### src/rtl/stack_alu_datapath.sv
// Operand-stack datapath: executes one command at a time from a valid/ready port,
// running ALU ops on the stack top and moving words to/from a synchronous data memory.
module stack_alu_datapath #(
    parameter int WORD_RANGE       = 8,
    parameter int STACK_WORD_COUNT = 8,
    parameter int DEPTH_RANGE      = $clog2(STACK_WORD_COUNT + 1)
) (
    input  logic                   clk,
    input  logic                   reset,
    input  logic                   cmd_valid,
    output logic                   cmd_ready,
    input  logic [2:0]             cmd_op,
    input  logic [WORD_RANGE-1:0]  cmd_data,
    output logic [WORD_RANGE-1:0]  mem_addr,
    output logic                   mem_re,
    output logic                   mem_we,
    output logic [WORD_RANGE-1:0]  mem_wdata,
    input  logic [WORD_RANGE-1:0]  mem_rdata,
    output logic [WORD_RANGE-1:0]  stack_top,
    output logic [DEPTH_RANGE-1:0] stack_depth,
    output logic [2:0]             flags,
    output logic                   done,
    output logic [1:0]             error
);
    localparam int IDX_W = (STACK_WORD_COUNT > 1) ? $clog2(STACK_WORD_COUNT) : 1;

    localparam logic [2:0] OP_NOP      = 3'd0;
    localparam logic [2:0] OP_PUSH_IMM = 3'd1;
    localparam logic [2:0] OP_PUSH_MEM = 3'd2;
    localparam logic [2:0] OP_POP_MEM  = 3'd3;
    localparam logic [2:0] OP_ADD      = 3'd4;
    localparam logic [2:0] OP_SUB      = 3'd5;
    localparam logic [2:0] OP_AND      = 3'd6;
    localparam logic [2:0] OP_NOT      = 3'd7;

    localparam logic [1:0] ERR_OK  = 2'b00;
    localparam logic [1:0] ERR_OVF = 2'b01;
    localparam logic [1:0] ERR_UNF = 2'b10;

    localparam logic [DEPTH_RANGE-1:0] DEPTH_FULL = DEPTH_RANGE'(STACK_WORD_COUNT);
    localparam logic [DEPTH_RANGE-1:0] DEPTH_ONE  = DEPTH_RANGE'(1);
    localparam logic [DEPTH_RANGE-1:0] DEPTH_TWO  = DEPTH_RANGE'(2);

    typedef enum logic [2:0] {IDLE, EXEC, MEM_RD, MEM_WAIT, DONE} state_t;

    // Returns {carry, result}; carry is only meaningful for ADD/SUB.
    function automatic logic [WORD_RANGE:0] alu_eval(input logic [2:0]            op,
                                                     input logic [WORD_RANGE-1:0] a,
                                                     input logic [WORD_RANGE-1:0] b);
        logic [WORD_RANGE:0] r;
        case (op)
            OP_ADD:  r = {1'b0, a} + {1'b0, b};
            OP_SUB:  r = {1'b0, a} + {1'b0, ~b} + {{WORD_RANGE{1'b0}}, 1'b1};
            OP_AND:  r = {1'b0, a & b};
            default: r = {1'b0, ~b};
        endcase
        return r;
    endfunction

    state_t                 state_q, state_d;
    logic [2:0]             op_q, op_d;
    logic [WORD_RANGE-1:0]  arg_q, arg_d;
    logic [DEPTH_RANGE-1:0] depth_q, depth_d;
    logic [2:0]             flags_q, flags_d;
    logic [1:0]             error_q, error_d;
    logic [WORD_RANGE-1:0]  stack_q [STACK_WORD_COUNT];

    logic                  stack_we;
    logic [IDX_W-1:0]      stack_widx;
    logic [WORD_RANGE-1:0] stack_wdata;
    logic [IDX_W-1:0]      top_idx, below_idx;
    logic [WORD_RANGE-1:0] a_word, b_word;
    logic [WORD_RANGE:0]   alu_out;
    logic [2:0]            alu_flags;
    logic [1:0]            op_err;
    logic                  accept, rd_phase, wr_phase;

    assign top_idx   = IDX_W'(depth_q - DEPTH_ONE);
    assign below_idx = IDX_W'(depth_q - DEPTH_TWO);
    assign b_word    = stack_q[top_idx];
    assign a_word    = stack_q[below_idx];
    assign alu_out   = alu_eval(op_q, a_word, b_word);
    assign alu_flags = {alu_out[WORD_RANGE], alu_out[WORD_RANGE-1],
                        alu_out[WORD_RANGE-1:0] == '0};

    assign cmd_ready   = (state_q == IDLE) || (state_q == DONE);
    assign accept      = cmd_valid && cmd_ready;
    assign done        = (state_q == DONE);
    assign stack_top   = (depth_q == '0) ? '0 : b_word;
    assign stack_depth = depth_q;
    assign flags       = flags_q;
    assign error       = error_q;

    always_comb begin
        op_err = ERR_OK;
        case (op_q)
            OP_PUSH_IMM, OP_PUSH_MEM: if (depth_q == DEPTH_FULL) op_err = ERR_OVF;
            OP_POP_MEM, OP_NOT:       if (depth_q == '0) op_err = ERR_UNF;
            OP_ADD, OP_SUB, OP_AND:   if (depth_q < DEPTH_TWO) op_err = ERR_UNF;
            default:                  op_err = ERR_OK;
        endcase
    end

    // Reset masks the strobes combinationally so a mid-command reset never writes memory.
    assign rd_phase  = (state_q == MEM_RD);
    assign wr_phase  = (state_q == EXEC) && (op_q == OP_POP_MEM) && (op_err == ERR_OK);
    assign mem_re    = rd_phase && !reset;
    assign mem_we    = wr_phase && !reset;
    assign mem_addr  = (mem_re || mem_we) ? arg_q : '0;
    assign mem_wdata = mem_we ? b_word : '0;

    always_comb begin
        state_d     = state_q;
        op_d        = op_q;
        arg_d       = arg_q;
        depth_d     = depth_q;
        flags_d     = flags_q;
        error_d     = error_q;
        stack_we    = 1'b0;
        stack_widx  = top_idx;
        stack_wdata = alu_out[WORD_RANGE-1:0];
        case (state_q)
            IDLE, DONE: begin
                state_d = IDLE;
                if (accept) begin
                    op_d    = cmd_op;
                    arg_d   = cmd_data;
                    error_d = ERR_OK;
                    state_d = (cmd_op == OP_PUSH_MEM) ? MEM_RD : EXEC;
                end
            end
            EXEC: begin
                state_d = DONE;
                error_d = op_err;
                if (op_err == ERR_OK) begin
                    case (op_q)
                        OP_PUSH_IMM: begin
                            stack_we    = 1'b1;
                            stack_widx  = IDX_W'(depth_q);
                            stack_wdata = arg_q;
                            depth_d     = depth_q + DEPTH_ONE;
                        end
                        OP_POP_MEM: depth_d = depth_q - DEPTH_ONE;
                        OP_ADD, OP_SUB, OP_AND: begin
                            stack_we   = 1'b1;
                            stack_widx = below_idx;
                            depth_d    = depth_q - DEPTH_ONE;
                            flags_d    = alu_flags;
                        end
                        OP_NOT: begin
                            stack_we = 1'b1;
                            flags_d  = alu_flags;
                        end
                        default: depth_d = depth_q;
                    endcase
                end
            end
            MEM_RD: state_d = MEM_WAIT;
            MEM_WAIT: begin
                state_d = DONE;
                error_d = op_err;
                if (op_err == ERR_OK) begin
                    stack_we    = 1'b1;
                    stack_widx  = IDX_W'(depth_q);
                    stack_wdata = mem_rdata;
                    depth_d     = depth_q + DEPTH_ONE;
                end
            end
            default: state_d = IDLE;
        endcase
    end

    always_ff @(posedge clk) begin
        if (reset) begin
            state_q <= IDLE;
            op_q    <= OP_NOP;
            arg_q   <= '0;
            depth_q <= '0;
            flags_q <= '0;
            error_q <= ERR_OK;
        end else begin
            state_q <= state_d;
            op_q    <= op_d;
            arg_q   <= arg_d;
            depth_q <= depth_d;
            flags_q <= flags_d;
            error_q <= error_d;
        end
    end

    // Stack storage is not reset; depth alone defines which entries are live.
    always_ff @(posedge clk) begin
        if (stack_we && !reset) stack_q[stack_widx] <= stack_wdata;
    end
endmodule
### config.mk
export PLATFORM = sky130hd
export DESIGN_NAME = stack_alu_datapath
export DESIGN_NICKNAME = d
export VERILOG_FILES = /design/src/rtl/stack_alu_datapath.sv
export SDC_FILE = /design/constraint.sdc
export NUM_CORES = 1
export LEC_CHECK = 0
export ABC_AREA = 1
export CAP_MARGIN = 30
export CELL_PAD_IN_SITES_DETAIL_PLACEMENT = 1
export CELL_PAD_IN_SITES_GLOBAL_PLACEMENT = 1
export CORE_MARGIN = 4
export CORE_UTILIZATION = 50
export DETAILED_ROUTE_END_ITERATION = 8
export DONT_BUFFER_PORTS = 1
export PLACE_DENSITY = 0.9
export REMOVE_ABC_BUFFERS = 1
export SYNTH_ARGS = -nofsm -noshare
export SYNTH_HDL_FRONTEND = slang
export SYNTH_SLANG_ARGS = --single-unit
### constraint.sdc
create_clock -name clk -period 6.8 [get_ports clk]
set_input_delay 0.68 -clock clk [delete_from_list [all_inputs] [get_ports clk]]
set_output_delay 0.68 -clock clk [all_outputs]
set_load 0.1 [all_outputs]
Word level (Yosys, flattened, before mapping)
Memories as Yosys holds them, arrays and structs flattened.
Index checks and enable logic that the tools add are counted.

operators by class
  magnitude comparators = 1
  bitwise logic cells = 2
  reduce and logical (&&, ||, !) cells = 27
  div/mod/pow operators = 0
  shifts and indexed selects = 0
  equality and inequality tests = 17
  muxes and demuxes = 31
  $mul = 0
  add/subtract/negate cells = 6

operator list
  operator                                                                count
  8-bit two-way mux                                                       6
  9-bit one-hot mux with 3 select lines                                   1
  8-bit by 8-bit adder with 9-bit output                                  2
  4-bit one-hot mux with 2 select lines                                   2
  8-bit one-hot mux with 2 select lines                                   1
  3-bit by 2-bit equality test with 1-bit output (second input constant)  5
  3-bit equality test (second input constant)                             5
  3-bit one-hot mux with 2 select lines                                   2
  2-bit two-way mux                                                       5
  9-bit by 1-bit adder with 9-bit output (second input constant)          1
  3-bit one-hot mux with 3 select lines                                   1
  8-bit bitwise AND                                                       1
  8-bit logical NOT                                                       1
  4-bit two-way mux                                                       2
  8-bit inverter                                                          1
  2-bit OR reduction                                                      4
  4-bit OR reduction                                                      2
  3-bit by 1-bit equality test with 1-bit output (second input constant)  2
  1-bit logical AND                                                       6
  1-bit two-way mux                                                       6
  3-bit two-way mux                                                       2
  2-bit one-hot mux with 3 select lines                                   1
  5-bit OR reduction                                                      1
  4-bit by 1-bit adder with 4-bit output (second input constant)          1
  19 further kinds                                                        23

word-level totals
  output and inout port bits = 37
  bits in latches = 0
  ROM bits = 0
  word-level logic and storage cells = 91
  register bits after elaboration = 23
  RAM bits = 64
  memories = 1
  input port bits = 22

memories
  name     words  width  read ports  clocked after memory_dff  write ports  line  source
  stack_q  8      8      2           0                         1            66    logic [WORD_RANGE-1:0] stack_q [STACK_WORD_COUNT];

Depth between registers and ports, before layout
  word-level depth = 9
  depth in mapped cells = 25
  gate-level depth less buffers = 21

Worst setup path after synthesis
OpenSTA, ideal clock, no wires.

  path type = input port to output port
  start = input port reset
  end = output port mem_addr[0]
  cell stages on the path = 4
  path slack = 0.534 ns
  data required time = 6.120 ns
  arrival time = 5.586 ns
  buffers on the path = 1
  path through = clkbuf_1 -> nor4_1 -> nor2_2 -> nor2_1

between the ends
  word-level cells in the longest chain between the ends = 4
  elaborated cells on any way between the ends = 5
  those cells by class = mux (1); reduce/logical (4)

RTL lines
  element             line  source
  start: declaration  9     input logic reset,
  1-bit logical NOT   107   assign mem_re = rd_phase && !reset;
  1-bit logical AND   107
  named net mem_re    15    output logic mem_re,
  1-bit logical OR    109   assign mem_addr = (mem_re || mem_we) ? arg_q : '0;
  8-bit two-way mux   109
  end: declaration    14    output logic [WORD_RANGE-1:0] mem_addr,

The timed path passes the listed nets, and every way through them passes these cells.

Final worst setup path
  start = register depth_q[0] (netlist: stack_depth[0])
  end = memory stack_q[4][6] (data pin)

between the ends
  word-level cells in the longest chain between the ends = 9
  elaborated cells on any way between the ends = 21
  those cells by class = add/sub (5); order compare (1); eq/ne (1); mux (9); bitwise (2); reduce/logical (2); memory (1)

RTL lines
  element                                      line    source
  start: declaration                           63      logic [DEPTH_RANGE-1:0] depth_q, depth_d;
  start signal: assignment                     185     depth_q <= depth_d;
  4-bit by 1-bit subtractor with 4-bit output  -
  memory 8 x 8 bit                             -
  8-bit inverter                               53, 55
  8-bit by 8-bit adder with 9-bit output       53      OP_SUB: r = {1'b0, a} + {1'b0, ~b} + {{WORD_RANGE{1'b0}}, 1'b1};
  9-bit by 1-bit adder with 9-bit output       53
  9-bit one-hot mux with 3 select lines        51      case (op)
  8-bit two-way mux                            136     case (op_q)
  8-bit two-way mux                            135     if (op_err == ERR_OK) begin
  8-bit one-hot mux with 2 select lines (*)    122     case (state_q)
  named net stack_wdata[6]                     70      logic [WORD_RANGE-1:0] stack_wdata;
  end: declaration                             66

The timed path passes the listed nets; every way through them passes the cells marked *.

==> reports/qor.txt <==
RUN STATUS
------------------------------------------------------------------------------------------
Run status                                                                       completed

CLOCK TREE
------------------------------------------------------------------------------------------
Worst skew pair latency                                                            0.36 ns
Maximum count of clock buffers along a single path                                       2
Number of buffers created by CTS                                                         9
H-tree level count                                                                       3
Clock root buffer master                                                      sky130_fd_sc_hd__clkbuf_16
Clock-pin slew on the worst setup and hold paths                                   0.07 ns
Clock sink count                                                                        87
Clock tree from TritonCTS                                                              yes
Postcts setup bufs                                                                       0
Number of gates resized after cts                                                        0
Hold_buf cts                                                                             0

TIMING
------------------------------------------------------------------------------------------
Final worst path period share                                                        75.7%
Worst setup skew after layout                                                   0.00931 ns
Final worst-path setup slack                                                       1.65 ns
Achievable frequency                                                             0.194 GHz
Final hold slack                                                                  0.387 ns
Worst Max-Slew Pin Slew                                                            1.07 ns
Max_slew headroom                                                                    28.0%
Setup repair after global routing missed its margin                                  false
Final critical path time including I/O delays and setup                            5.15 ns
Final hold violations                                                                    0
Final setup violation count                                                              0
Slew Limit Fails                                                                         0
Total Negative Setup Slacks                                                           0 ns

FINAL LAYOUT
------------------------------------------------------------------------------------------
Share of post-route cells with drive strength above 1                                14.8%
Fin util                                                                             60.0%
# fillers                                                                             1374
Nets                                                                                   825
Final standard cell area without fillers                                          6820 um2
Synth-to-layout area growth                                                          17.9%
Ant. Diodes                                                                              0

SETUP PATH
------------------------------------------------------------------------------------------
Kind of end point of the critical path                                                flop
Crit Path Category                                                            flop to flop
Required arrival time at the worst endpoint                                        6.77 ns
Worst Path Max Fanout                                                                   59
Startpoint types                                                                      flop
Cells on worst reg2reg path                                                             16
Data arrival time of the worst path                                                5.12 ns

DIE
------------------------------------------------------------------------------------------
Total I/O pin count                                                                     59
Die height                                                                          116 um
Effective utilization at floorplan                                                   50.9%
Core Area                                                                        11400 um2
Cell Rows                                                                               39
Floorplan die width                                                                 116 um
Die area                                                                         13300 um2

WORST HOLD PATH
------------------------------------------------------------------------------------------
Number of instances on the worst hold path                                               1
Class of the tightest hold or removal check                                   input pin to flop

PLACEMENT
------------------------------------------------------------------------------------------
HPWL after detailed placement                                                     15500 um
GPL Wtd Cong                                                                         0.906
Placed cell areas                                                                 6500 um2
Port Buffer Count                                                                        0
Minimum setup slack after placement                                                2.11 ns

YOSYS
------------------------------------------------------------------------------------------
Dominant combinational cell family by area after synthesis                    simple AND/OR/NAND/NOR gates
Syn Area/Cell                                                                     7.61 um2
Count of flip-flops with a built-in enable after synthesis                              64
Async S/R FF share, synth                                                               0%
Distinct cells, synth                                                                   46
Area share of xor/xnor cells in the synthesized design                              0.757%
Proportion of synthesized area in mux cells                                             0%
Cell type contributing the most total cell area after synthesis               sky130_fd_sc_hd__edfxtp_1
Share of synthesized cell area in full adder, half adder and majority cells          5.45%
Prevailing post-synth register cell                                           sky130_fd_sc_hd__edfxtp_1
Syn Inst Count                                                                         760
Dominant cells by area after synthesis                                        sky130_fd_sc_hd__edfxtp_1 33%, sky130_fd_sc_hd__nand2_1 11%, sky130_fd_sc_hd__dfxtp_1 8.0%
Simple-Gate Fraction of Synth Area                                                   25.7%
Netlist area before placement                                                     5780 um2
Post-synth top area share                                                            33.2%
Share of synthesized area occupied by flip-flops and latches                         41.2%
Count of yosys warnings during synthesis                                                 0
Compound-Gate Fraction of Synth Area                                                 16.7%
FF+latch count, synth                                                                   87

ROUTING
------------------------------------------------------------------------------------------
Drt drc                                                                                  0
Antenna viol nets, final                                                                 0
Routed Wire Length                                                                24200 um
Pre-Repair DR Iteration Count                                                            5
Via Count                                                                             6042
Starting DRC count in detailed routing                                                 715
Average wire per standard cell                                                     26.1 um
Ratio of routed vias to standard cells                                                6.52

PWR
------------------------------------------------------------------------------------------
VDD IR max                                                                          189 uV
Leakage dissipation                                                             0.00282 uW
Power density over the cells                                                    261 nW/um2

GLOBAL ROUTING
------------------------------------------------------------------------------------------
Antenna violations before repair                                                         0
Maximum number of pins on one net before global-route repair                            79
Number of global-route vias before repair                                             6278
Wire length of the first global-routing pass                                      36800 um
Residual overflow from global routing                                                    0
Total track usage                                                                    36.8%

JOB
------------------------------------------------------------------------------------------
Number of maximum-capacitance violations                                                 0

-- registers in the layout (all words and copies together) (netlist names) --
signal / count
stack_q: 64
arg_q: 8
stack_depth: 4
flags: 3
op_q: 3
state_q: 3
error: 2
-- through the flow --
| step | total power [uW] | std cells |
|---|---|---|
| 2_1_floorplan | 1050 | 726 |
| 3_3_place_gp | 1190 | 878 |
| 3_5_place_dp | 1250 | 909 |
| 4_1_cts | 1750 | 925 |
| 5_1_grt | 1850 | 927 |
| 6_report | 1780 | 927 |
-- report_power, final --
group,switching [uW],internal [uW],leakage [uW]
Sequential,12.7,610,0.000766
Clock,241,252,0.000136
Combinational,485,179,0.00192
Total,739,1040,0.00282
-- cell usage after synthesis, types with 2 or more instances --
cell	count
sky130_fd_sc_hd__ha_1	22
sky130_fd_sc_hd__xnor2_1	3
sky130_fd_sc_hd__buf_1	3
sky130_fd_sc_hd__o221ai_1	6
sky130_fd_sc_hd__nor3b_1	2
sky130_fd_sc_hd__edfxtp_1	64
sky130_fd_sc_hd__inv_2	8
sky130_fd_sc_hd__nand2_1	165
sky130_fd_sc_hd__inv_1	104
sky130_fd_sc_hd__nor2_1	64
sky130_fd_sc_hd__fa_1	2
sky130_fd_sc_hd__nor3_1	4
sky130_fd_sc_hd__o21ai_1	2
sky130_fd_sc_hd__o211ai_1	18
sky130_fd_sc_hd__xor2_1	2
sky130_fd_sc_hd__clkbuf_1	16
sky130_fd_sc_hd__a21oi_1	58
sky130_fd_sc_hd__nand3_1	62
sky130_fd_sc_hd__nand2_2	5
sky130_fd_sc_hd__buf_2	13
sky130_fd_sc_hd__a31oi_1	8
sky130_fd_sc_hd__dfxtp_1	23
sky130_fd_sc_hd__o21ai_0	64
sky130_fd_sc_hd__nor2_4	3
sky130_fd_sc_hd__a221oi_1	2
sky130_fd_sc_hd__nand2_4	2
sky130_fd_sc_hd__nand4_1	14
sky130_fd_sc_hd__nand3_2	3
-- path summary, 6_finish.rpt --
path,slack (ns),end,start
max,1.65,stack_q[4][6]$_DFFE_PP_,stack_depth[0]$_SDFFE_PP0P_
min,0.39,state_q[1]$_SDFF_PP0_,reset
max reg2reg,1.65,stack_q[4][6]$_DFFE_PP_,stack_depth[0]$_SDFFE_PP0P_
min reg2reg,0.55,arg_q[2]$_SDFFE_PP0P_,arg_q[2]$_SDFFE_PP0P_
-- worst max-delay path, cell delays in order, from the launching register on --
cell                       delay, ns
sky130_fd_sc_hd__dfxtp_4        0.36
sky130_fd_sc_hd__inv_2          0.34
sky130_fd_sc_hd__ha_1           0.48
sky130_fd_sc_hd__xnor2_1        0.87
sky130_fd_sc_hd__nand3_1        0.33
sky130_fd_sc_hd__nand2_1        0.27
sky130_fd_sc_hd__inv_1          0.14
sky130_fd_sc_hd__ha_1           0.24
sky130_fd_sc_hd__fa_1           0.43
sky130_fd_sc_hd__inv_1          0.15
sky130_fd_sc_hd__nand3_1        0.12
sky130_fd_sc_hd__nand3_1        0.09
sky130_fd_sc_hd__nand2_1        0.08
sky130_fd_sc_hd__nand3_1        0.09
sky130_fd_sc_hd__nand4_1        0.23
sky130_fd_sc_hd__nand2_1        0.18
sky130_fd_sc_hd__o211ai_1       0.33
-- layer usage --
| metal | GRT usage [%] | part of all wire [%] | vias to the layer above |
|---|---|---|---|
| met2 | 63.5 | 48 | 435 |
| met4 | 20.2 | 6.7 | 0 |
| li1 | - | - | 2586 |
| met3 | 6.63 | 9.4 | 138 |
| met5 | 0 | 0 | - |
| met1 | 43.5 | 35 | 2883 |
-- final cells by class --
class / count / area, um2 / share of cell area (%)
clock inverters: 7 / 53.8 / 0.789
well taps: 143 / 179 / 2.62
clock buffers: 9 / 225 / 3.30
flip-flops and latches: 87 / 2390 / 35.0
multi-input cells: 525 / 2880 / 42.3
repair buffers: 42 / 653 / 9.58
inverters: 114 / 435 / 6.39
-- layout by cell type, fill, tap and decap left out, types with 2 or more instances in the layout --
master                      Yosys  final
sky130_fd_sc_hd__nor2_2         1     26
sky130_fd_sc_hd__inv_2          8      8
sky130_fd_sc_hd__xnor2_1        3      3
sky130_fd_sc_hd__nand2_4        2      2
sky130_fd_sc_hd__nor3_1         4      4
sky130_fd_sc_hd__inv_6          1      3
sky130_fd_sc_hd__o21ai_0       64     64
sky130_fd_sc_hd__nor2_4         3      3
sky130_fd_sc_hd__nor2_1        64     39
sky130_fd_sc_hd__o211ai_1      18     18
sky130_fd_sc_hd__dfxtp_1       23     21
sky130_fd_sc_hd__buf_8          0     19
sky130_fd_sc_hd__clkbuf_16      0     11
sky130_fd_sc_hd__nand2_2        5      5
sky130_fd_sc_hd__nand4_1       14     14
sky130_fd_sc_hd__buf_16         0      8
sky130_fd_sc_hd__inv_1        104    104
sky130_fd_sc_hd__edfxtp_1      64     64
sky130_fd_sc_hd__a31oi_1        8      8
sky130_fd_sc_hd__a21oi_1       58     58
sky130_fd_sc_hd__nand3_1       62     62
sky130_fd_sc_hd__o21ai_1        2      2
sky130_fd_sc_hd__nand3_2        3      3
sky130_fd_sc_hd__a221oi_1       2      2
sky130_fd_sc_hd__nand2_1      165    165
sky130_fd_sc_hd__fa_1           2      2
sky130_fd_sc_hd__buf_4          1     11
sky130_fd_sc_hd__xor2_1         2      2
sky130_fd_sc_hd__o221ai_1       6      6
sky130_fd_sc_hd__ha_1          22     22
-- cells by family (layout without fill, tap and decap cells) --
| logic type | after synthesis | count (layout) |
|---|---|---|
| buf+inv | 148 | 172 |
| fa+ha+maj | 24 | 24 |
| flops | 87 | 87 |
| xor+xnor | 5 | 5 |
| simple gates | 331 | 331 |
| compound gates | 165 | 165 |
Power figures use the tool's default switching activity.
